## src/rtl/pulse_period_meter_pkg.sv

```systemverilog
// Shared types and helpers for the pulse period meter.
// Holds the FSM state encoding and the ceiling-log2 width helper.
package pulse_period_meter_pkg;

    typedef enum logic [1:0] {
        IDLE    = 2'd0,
        MEASURE = 2'd1,
        TIMEOUT = 2'd2
    } state_e;

    // Bits needed to hold values 0 .. value-1 (0 for value <= 1).
    function automatic int clog2(input int value);
        int w;
        w = 0;
        for (int i = 0; i < 32; i++) begin
            if ((64'(1) << i) < 64'(value)) begin
                w = i + 1;
            end
        end
        return w;
    endfunction

endpackage

```

## src/rtl/pulse_period_meter_sync_edge.sv

```systemverilog
// Two-flop synchronizer plus registered rising-edge detector.
// rise is a one-cycle flag per low-to-high transition of async_in.
module sync_edge (
    input  logic clk_in,
    input  logic reset,
    input  logic async_in,
    output logic rise
);

    logic sync1_q, sync1_d;
    logic sync2_q, sync2_d;
    logic sync3_q, sync3_d;
    logic rise_q, rise_d;

    // Shift the input through the synchronizer and flag a new high level.
    always_comb begin
        sync1_d = async_in;
        sync2_d = sync1_q;
        sync3_d = sync2_q;
        rise_d  = sync2_q & ~sync3_q;
    end

    // Register the synchronizer chain and edge flag.
    always_ff @(posedge clk_in) begin
        if (reset) begin
            sync1_q <= 1'b0;
            sync2_q <= 1'b0;
            sync3_q <= 1'b0;
            rise_q  <= 1'b0;
        end else begin
            sync1_q <= sync1_d;
            sync2_q <= sync2_d;
            sync3_q <= sync3_d;
            rise_q  <= rise_d;
        end
    end

    assign rise = rise_q;

endmodule

```

## src/rtl/pulse_period_meter.sv

```systemverilog
// Measures the period of pulse_in in clk_in cycles.
// Flags timeout when pulses stop and locked when periods are stable.
module pulse_period_meter
    import pulse_period_meter_pkg::*;
#(
    parameter int WIDTH      = 16,
    parameter int MAX_PERIOD = 65535,
    parameter int TOL        = 1,
    parameter int LOCK_COUNT = 4
) (
    input  logic             clk_in,
    input  logic             reset,
    input  logic             pulse_in,
    output logic [WIDTH-1:0] period,
    output logic             period_valid,
    output logic             timeout,
    output logic             locked
);

    localparam int MW = clog2(LOCK_COUNT + 1);
    localparam logic [WIDTH-1:0] MAXV = WIDTH'(MAX_PERIOD);
    localparam logic [WIDTH:0]   TOLV = (WIDTH+1)'(TOL);
    localparam logic [MW-1:0]    LCV  = MW'(LOCK_COUNT);

    logic rise;

    state_e           state_q, state_d;
    logic [WIDTH-1:0] cnt_q, cnt_d;
    logic [WIDTH-1:0] period_q, period_d;
    logic             pv_q, pv_d;
    logic             timeout_q, timeout_d;
    logic             locked_q, locked_d;
    logic [WIDTH-1:0] prev_q, prev_d;
    logic             have_prev_q, have_prev_d;
    logic [MW-1:0]    match_q, match_d;

    logic signed [WIDTH:0] diff;
    logic [WIDTH:0]        mag;
    logic                  close;

    sync_edge u_sync_edge (
        .clk_in  (clk_in),
        .reset   (reset),
        .async_in(pulse_in),
        .rise    (rise)
    );

    // Next-state logic for the period counter, lock history and flags.
    always_comb begin
        state_d     = state_q;
        cnt_d       = cnt_q;
        period_d    = period_q;
        pv_d        = 1'b0;
        timeout_d   = timeout_q;
        locked_d    = locked_q;
        prev_d      = prev_q;
        have_prev_d = have_prev_q;
        match_d     = match_q;

        diff  = $signed({1'b0, cnt_q}) - $signed({1'b0, prev_q});
        mag   = diff[WIDTH] ? $unsigned(-diff) : $unsigned(diff);
        close = (mag <= TOLV);

        unique case (state_q)
            IDLE, TIMEOUT: begin
                if (rise) begin
                    state_d     = MEASURE;
                    cnt_d       = WIDTH'(1);
                    timeout_d   = 1'b0;
                    locked_d    = 1'b0;
                    have_prev_d = 1'b0;
                    match_d     = '0;
                end
            end
            MEASURE: begin
                if (rise) begin
                    period_d    = cnt_q;
                    pv_d        = 1'b1;
                    cnt_d       = WIDTH'(1);
                    prev_d      = cnt_q;
                    have_prev_d = 1'b1;
                    if (have_prev_q) begin
                        if (close) begin
                            if (match_q != LCV) begin
                                match_d = match_q + MW'(1);
                            end
                            locked_d = (match_d == LCV);
                        end else begin
                            match_d  = '0;
                            locked_d = 1'b0;
                        end
                    end
                end else if (cnt_q == MAXV) begin
                    state_d     = TIMEOUT;
                    timeout_d   = 1'b1;
                    locked_d    = 1'b0;
                    have_prev_d = 1'b0;
                    match_d     = '0;
                end else begin
                    cnt_d = cnt_q + WIDTH'(1);
                end
            end
            default: begin
                state_d = IDLE;
            end
        endcase
    end

    // Register FSM state and all outputs.
    always_ff @(posedge clk_in) begin
        if (reset) begin
            state_q     <= IDLE;
            cnt_q       <= '0;
            period_q    <= '0;
            pv_q        <= 1'b0;
            timeout_q   <= 1'b0;
            locked_q    <= 1'b0;
            prev_q      <= '0;
            have_prev_q <= 1'b0;
            match_q     <= '0;
        end else begin
            state_q     <= state_d;
            cnt_q       <= cnt_d;
            period_q    <= period_d;
            pv_q        <= pv_d;
            timeout_q   <= timeout_d;
            locked_q    <= locked_d;
            prev_q      <= prev_d;
            have_prev_q <= have_prev_d;
            match_q     <= match_d;
        end
    end

    assign period       = period_q;
    assign period_valid = pv_q;
    assign timeout      = timeout_q;
    assign locked       = locked_q;

endmodule

```

## config.mk

```make
export PLATFORM = sky130hd
export DESIGN_NAME = pulse_period_meter
export DESIGN_NICKNAME = d
export VERILOG_FILES = /design/src/rtl/pulse_period_meter_pkg.sv /design/src/rtl/pulse_period_meter_sync_edge.sv /design/src/rtl/pulse_period_meter.sv
export SDC_FILE = /design/constraint.sdc
export NUM_CORES = 1
export LEC_CHECK = 0
export CORE_MARGIN = 5
export CORE_UTILIZATION = 55
export CTS_CLUSTER_DIAMETER = 100
export DETAILED_ROUTE_END_ITERATION = 7
export GPL_TIMING_DRIVEN = 1
export PLACE_DENSITY = 0.77
export RECOVER_POWER = 100
export SLEW_MARGIN = 20
export SYNTH_ARGS = -nofsm -noshare
export SYNTH_HDL_FRONTEND = slang
export SYNTH_HIERARCHICAL = 1
export SYNTH_SLANG_ARGS = --single-unit
```

## constraint.sdc

```tcl
create_clock -name clk_in -period 5.5 [get_ports clk_in]
set_input_delay 1.1 -clock clk_in [delete_from_list [all_inputs] [get_ports clk_in]]
set_output_delay 1.1 -clock clk_in [all_outputs]
set_load 0.02 [all_outputs]
```

==> impl_metrics.env, run 1 <==
export IMPL_grt_first_pass_wirelength_um=13750
export IMPL_multi_input_area_um2=2268
export IMPL_maxCapViolations=0
export IMPL_final_hold_violation_count=0
export IMPL_layout_nets=483
export IMPL_max_stage_delay_ns=0.53
export IMPL_routabilityCongestion=0.8866
export IMPL_synth_fp_nets=469
export IMPL_cts_buffers=5
export IMPL_clk_latency_ns=0.30
export IMPL_post_cts_resized=0
export IMPL_diodes=0
export IMPL_rows=28
export IMPL_postCtsHoldBufs=0
export IMPL_area_sequential_um2=900.9
export IMPL_grt_pass1_vias=2977
export IMPL_vias=3314
export IMPL_synth_area_top_cells="dfxtp_1 27%, nand2_1 7.8%, ha_1 7.4%"
export IMPL_r2r_setup_slack_ns=1.57
export IMPL_grt_max_degree=30
export IMPL_drtPass1Iterations=4
export IMPL_startpoint_type="input pin"
export IMPL_final_area_um2=3685
export IMPL_cp_num_buf_inv=2
export IMPL_fmax_mhz=227.9
export IMPL_worstMarginPinSlew_ns=1.261
export IMPL_synth_area_um2=3373
export IMPL_holdPathStages=1
export IMPL_drt_iter0_markers=219
export IMPL_crit_slowest_cell="dlygate4sd3_1"
export IMPL_rr_endpoint="match_q[2]"
export IMPL_slew_headroom_pct=15.95
export IMPL_yosys_warnings=6
export IMPL_cts_buffer_depth=2
export IMPL_synthCells=445
export IMPL_synthFlopType="dfxtp_1"
export IMPL_outcome="complete, no violations"
export IMPL_place_area_um2=3622
export IMPL_cp_max_fo=29
export IMPL_layout_drive_gt1_share_pct=5.217
export IMPL_antenna_found_initial=0
export IMPL_route_detailed_drc=0
export IMPL_worstPathArrival_ns=4.62
export IMPL_start_util_pct=56.64
export IMPL_setup_viol=0
export IMPL_synth_cell_types=75
export IMPL_viasPerCell=6.194
export IMPL_cts_tree="done"
export IMPL_synth_enable_flop_cells=0
export IMPL_worst_slack_ns=1.111
export IMPL_dieArea_um2=7800
export IMPL_yosys_area_top_type="dfxtp_1"
export IMPL_hpwlAfterDp_um=6288
export IMPL_cp_top_family="compound AO/OA/AOI/OAI gates"
export IMPL_synth_avg_cell_area_um2=7.580
export IMPL_synth_seq_cells=45
export IMPL_cp_startpoint="reset"
export IMPL_p_per_area_nw_per_um2=153.3
export IMPL_hp_class="flop to flop"
export IMPL_overflow=0
export IMPL_fillers=529
export IMPL_ir_drop_uv=138.7
export IMPL_min_from="u_sync_edge/sync3_q"
export IMPL_clk_pin_slew_ns=0.09
export IMPL_ys_seq_area_share_pct=26.71
export IMPL_worstPathCellList="dlygate4sd3_1 > clkbuf_1 > nor2_1 > nand3_1 > or4_1 > a2111oi_0 > o22ai_1 > a211oi_1 > o2111ai_1 > a211oi_2 > a2bb2oi_1"
export IMPL_synth_top_area_share_pct=26.71
export IMPL_skew_ns=0.004020
export IMPL_area_growth_pct=9.236
export IMPL_wirelength_um=8169
export IMPL_wl_per_cell_um=15.27
export IMPL_synth_async_reset_ratio_pct=0
export IMPL_grt_util_all_layers_pct=21.84
export IMPL_die_h_um=88.32
export IMPL_pre_cts_slack_ns=1.672
export IMPL_reg2reg_depth=13
export IMPL_ioPinCount=22
export IMPL_power_leakage_nw=1.455
export IMPL_die_w_um=88.32
export IMPL_worstHoldEndpoint="u_sync_edge/rise"
export IMPL_crit_required_ns=5.73
export IMPL_final_max_slew_violation_count=0
export IMPL_post_cts_buffers=0
export IMPL_period_needed_ns=4.389
export IMPL_ant_nets=0
export IMPL_cts_sinks=45
export IMPL_end_kind="flop"
export IMPL_core_area_um2=5956
export IMPL_fin_crit_sh_pct=79.79
export IMPL_port_buffers=21
export IMPL_rsz0062_at_grt="false"
export IMPL_reg2reg_from="cnt_q[0]"
export IMPL_fin_tns_setup_ns=0
export IMPL_cts_root_buf="clkbuf_8"
export IMPL_crit_type="input pin to flop"
export IMPL_htree_levels=2
==> area by class of cell <==
cell class	count	area share, %
clock buffer	6	1.969
clock inverter	2	0.4075
inverter	32	3.260
multi-input combinational	353	61.56
sequential	45	24.45
tap	75	2.547
timing repair buffer	22	5.806
==> power breakdown <==
part	internal [mW]	total (mW)	switching [mW]
clock	0.0896	0.205	0.115
combinational	0.0106	0.0299	0.0194
sequential	0.328	0.330	0.00225
==> worst max path at each step <==
stage	end	slack, ns	cells past startpoint
2_1_floorplan	match_q[2]	2.02	13
3_3_place_gp	match_q[2]	1.72	11
3_5_place_dp	match_q[0]	1.67	12
4_1_cts	match_q[0]	1.64	12
5_1_grt	match_q[2]	0.74	11
6_report	match_q[2]	1.11	11
==> synth_stat cells (3+ instances only) <==
master      n
nand2_1    70
dfxtp_1    45
a21oi_1    37
nor2_1     37
inv_1      32
ha_1       20
nand3_1    16
nor3_1     12
o21ai_0    12
and3_1     10
xor2_1     10
clkbuf_1    9
a211oi_1    8
a21o_1      7
o211ai_1    6
xnor2_1     6
buf_2       5
nand4_1     5
nor2b_1     5
o22ai_1     5
a22o_1      4
o31ai_1     4
or3_1       4
a31oi_1     3
and2_1      3
mux2i_1     3
nand4b_1    3
o2111ai_1   3
==> sequential cells by signal (all words and copies together) (netlist names) <==
| name | count |
|---|---|
| cnt_q | 16 |
| prev_q | 16 |
| match_q | 3 |
| state_q | 2 |
| have_prev_q | 1 |
| locked | 1 |
| period_valid | 1 |
| timeout | 1 |
| u_sync_edge/rise | 1 |
| u_sync_edge/sync1_q | 1 |
| u_sync_edge/sync2_q | 1 |
| u_sync_edge/sync3_q | 1 |
==> stage by stage <==
step	hold WS [ns]	utilization, %	power (mW)	instances
after floorplan	0.3868	-	0.3588	445
after global placement	0.3972	60.82	0.3668	527
after detailed placement	0.3970	60.82	0.3677	527
after CTS	0.4135	62.29	0.5716	535
after global routing	0.4168	61.87	0.5890	535
final	0.3940	61.87	0.5648	535
==> metal layers <==
layer | vias up | track usage, % | wire (µm)
met2 | 92 | 34.81 | 3761
met1 | 1561 | 30.34 | 3805
met3 | 17 | 3.166 | 425
li1 | 1644 | - | -
met4 | 0 | 7.280 | 177
met5 | - | 0 | 0
==> cells in the final DEF, fill, tap and decap left out, types with 3 or more instances in the layout <==
cell type	n
a31oi_1	3
nor3_1	12
a22o_1	4
o21ai_0	12
ha_1	20
o211ai_1	6
nor2b_1	5
o31ai_1	4
dlygate4sd3_1	20
dfxtp_1	45
or3_1	4
a211oi_1	8
a21oi_1	37
nand2_1	70
and2_1	3
xnor2_1	6
nand3_1	16
and3_1	10
nor2_1	36
nand4b_1	3
mux2i_1	3
o2111ai_1	3
a21boi_0	3
o22ai_1	5
xor2_1	10
inv_1	32
nand4_1	5
a21o_1	7
clkbuf_8	5
==> worst reg2reg max path: stages (launching register included) <==
cell and delay (ns):
dfxtp_1 0.42, inv_1 0.09, ha_1 0.22, fa_1 0.52
ha_1 0.27, nand3b_1 0.09, mux2i_1 0.17, or4_1 0.53
a2111oi_0 0.48, o22ai_1 0.23, a211oi_1 0.26, o2111ai_1 0.19
a211oi_2 0.23, a2bb2oi_1 0.16
==> logic make-up after synthesis <==
group | synth area share [%]
and+or+nand+nor | 26.48
AOI/OAI and AO/OA | 27.19
buffers and inverters | 5.415
DFF | 26.71
adders and majority gates | 8.012
xor gates and xnor gates | 4.636
muxes | 1.558
(Power assumes the default switching activity.)
==> run 2, diff against run 1 <==
--- a/config.mk
+++ b/config.mk
@@ -6,11 +6,11 @@
 export NUM_CORES = 1
 export LEC_CHECK = 0
 export CORE_MARGIN = 5
-export CORE_UTILIZATION = 55
+export CORE_UTILIZATION = 54
 export CTS_CLUSTER_DIAMETER = 100
 export DETAILED_ROUTE_END_ITERATION = 7
 export GPL_TIMING_DRIVEN = 1
-export PLACE_DENSITY = 0.77
+export PLACE_DENSITY = 0.79
 export RECOVER_POWER = 100
 export SLEW_MARGIN = 20
 export SYNTH_ARGS = -nofsm -noshare
==> constraint.sdc (replaced) <==
create_clock -name clk_in -period 4 [get_ports clk_in]
set_input_delay 0.8 -clock clk_in [delete_from_list [all_inputs] [get_ports clk_in]]
set_output_delay 0.8 -clock clk_in [all_outputs]
set_load 0.02 [all_outputs]
==> run 2 against run 1 <==
Non-clock buffer count rose by 9. Hold slack improved by 0.036 ns. Total power rose by 52%. Critical path depth rose by 2. Combinational power rose by 49%. Die area rose by 1.6%. Sequential share of layout area fell by 0.92 points. Clock power rose by 76%.
==> impl_metrics.env, run 2 (same netlist as run 1, synthesis figures left out) <==
export IMPL_core_area_um2=5991
export IMPL_grt_util_all_layers_pct=22.56
export IMPL_final_common_cell="nand2_1"
export IMPL_cts_root_buf="clkbuf_8"
export IMPL_viasPerCell=6.202
export IMPL_ir_drop_uv=184.6
export IMPL_cp_common_cell="a211oi_2"
export IMPL_die_h_um=89.04
export IMPL_hpwlAfterDp_um=6468
export IMPL_fillers=529
export IMPL_pre_cts_slack_ns=0.2199
export IMPL_period_needed_ns=3.776
export IMPL_worstPathCellList="inv_1 > ha_1 > fa_1 > nand2b_1 > a21o_2 > a211oi_2 > mux2_2 > or2_1 > or4_1 > mux2i_1 > o2111ai_1 > a211oi_2 > a2bb2oi_1"
export IMPL_ioPinCount=22
export IMPL_p_sw_share_pct=21.87
export IMPL_setup_viol=0
export IMPL_die_w_um=89.04
export IMPL_worstMarginPinSlew_ns=1.242
export IMPL_cp_max_fo=8
export IMPL_sequentialPowerShare_pct=52.8
export IMPL_power_frac_comb_pct=5.2
export IMPL_maxCapViolations=0
export IMPL_clk_latency_ns=0.30
export IMPL_slew_headroom_pct=17.20
export IMPL_hp_class="flop to flop"
export IMPL_vias=3374
export IMPL_drt_iter0_markers=240
export IMPL_route_detailed_drc=0
export IMPL_cts_buffer_depth=2
export IMPL_wl_per_cell_um=15.77
export IMPL_max_stage_delay_ns=0.49
export IMPL_start_util_pct=56.31
export IMPL_routabilityCongestion=0.8343
export IMPL_htree_levels=2
export IMPL_clk_pin_slew_ns=0.09
export IMPL_clkPwrFrac_pct=42.0
export IMPL_final_cell_mix="70 x nand2_1, 45 x dfxtp_1, 37 x nor2_1, 37 x a21oi_1, 32 x inv_1"
export IMPL_overflow=0
export IMPL_fmax_mhz=264.9
export IMPL_cts_tree="done"
export IMPL_grt_first_pass_wirelength_um=14320
export IMPL_skew_ns=0.008866
export IMPL_wirelength_um=8577
export IMPL_antenna_found_initial=0
export IMPL_area_growth_pct=13.50
export IMPL_total_power_mw=0.8581
export IMPL_p_switching_mw=0.1877
export IMPL_cts_buffers=5
export IMPL_fin_crit_sh_pct=94.39
export IMPL_crit_slowest_cell="or4_1"
export IMPL_ant_nets=0
export IMPL_rows=28
export IMPL_layout_drive_gt1_share_pct=7.889
export IMPL_final_max_slew_violation_count=0
export IMPL_startpoint_type="flop"
export IMPL_power_leakage_nw=1.524
export IMPL_p_int_mw=0.6704
export IMPL_cts_sinks=45
export IMPL_crit_required_ns=4.24
export IMPL_worstPathArrival_ns=4.01
export IMPL_drtPass1Iterations=7
export IMPL_multi_input_area_um2=2320
export IMPL_diodes=0
export IMPL_top_regs="cnt_q: 16 flops, prev_q: 16 flops, match_q: 3 flops"
export IMPL_layout_nets=492
export IMPL_p_per_area_nw_per_um2=224.1
export IMPL_grt_max_degree=29
export IMPL_area_sequential_um2=900.9
export IMPL_rsz0062_at_grt="false"
export IMPL_dieArea_um2=7927
export IMPL_end_kind="flop"
export IMPL_grt_pass1_vias=3118
export IMPL_crit_type="flop to flop"
export IMPL_fin_tns_setup_ns=0
export IMPL_outcome="complete, no violations"
export IMPL_final_hold_violation_count=0
export IMPL_worst_slack_ns=0.2245
export IMPL_port_buffers=21
run 2: layer usage:
metal / wire length [µm] / track usage (%)
met4: 205 / 7.307
met5: 0 / 0
met1: 3827 / 29.15
met2: 4045 / 38.60
met3: 498 / 3.410
run 2: power groups by stage:
stage	registers [mW]	clock network (mW)	logic, mW
floorplan	0.462	0	0.0310
global route	0.454	0.387	0.0492
detailed placement	0.464	0	0.0413
CTS	0.453	0.369	0.0415
global placement	0.464	0	0.0407
finish	0.453	0.360	0.0445
run 2: worst max-delay path: cells and delay by family (launching register included):
family | cells | cell delay (ns)
adder cells (fa/ha/maj) | 2 | 0.65
flip-flops | 1 | 0.41
AO/OA/AOI/OAI | 5 | 1.05
multiplexers | 2 | 0.55
buffers and inverters | 1 | 0.08
AND/OR/NAND/NOR | 3 | 0.95
run 2: path summary, 6_finish.rpt:
| check | from | depth (start not counted) | to | slack [ns] |
|---|---|---|---|---|
| setup / recovery | cnt_q[0] | 13 | match_q[2] | 0.22 |
| setup reg to reg | cnt_q[0] | 13 | match_q[2] | 0.22 |
| hold reg to reg | u_sync_edge/sync3_q | 1 | u_sync_edge/rise | 0.43 |
| hold / removal | u_sync_edge/sync3_q | 1 | u_sync_edge/rise | 0.43 |
run 2: layout make-up:
cell class / count / share of cell area (%)
well taps: 75 / 2.451
flip-flops and latches: 45 / 23.53
multi-input cells: 353 / 60.59
inverters: 32 / 3.137
clock buffers: 6 / 2.157
repair buffers: 31 / 7.157
clock inverters: 2 / 0.9804
run 2: timing repair:
action                                  in CTS  in global routing
gates resized for setup                      0                  5
hold buffers                                 0                  0
setup buffers                                0                  2
endpoints found under the setup margin       0                  4
run 2: per-stage QoR:
stage / hold slack, ns / util, % / cell area, µm² / instances
2_1_floorplan: 0.3868 / - / 3373 / 445
3_3_place_gp: 0.3970 / 61.34 / 3675 / 534
3_5_place_dp: 0.4113 / 61.34 / 3675 / 534
4_1_cts: 0.4333 / 63.35 / 3795 / 542
5_1_grt: 0.4500 / 63.91 / 3829 / 544
6_report: 0.4297 / 63.91 / 3829 / 544
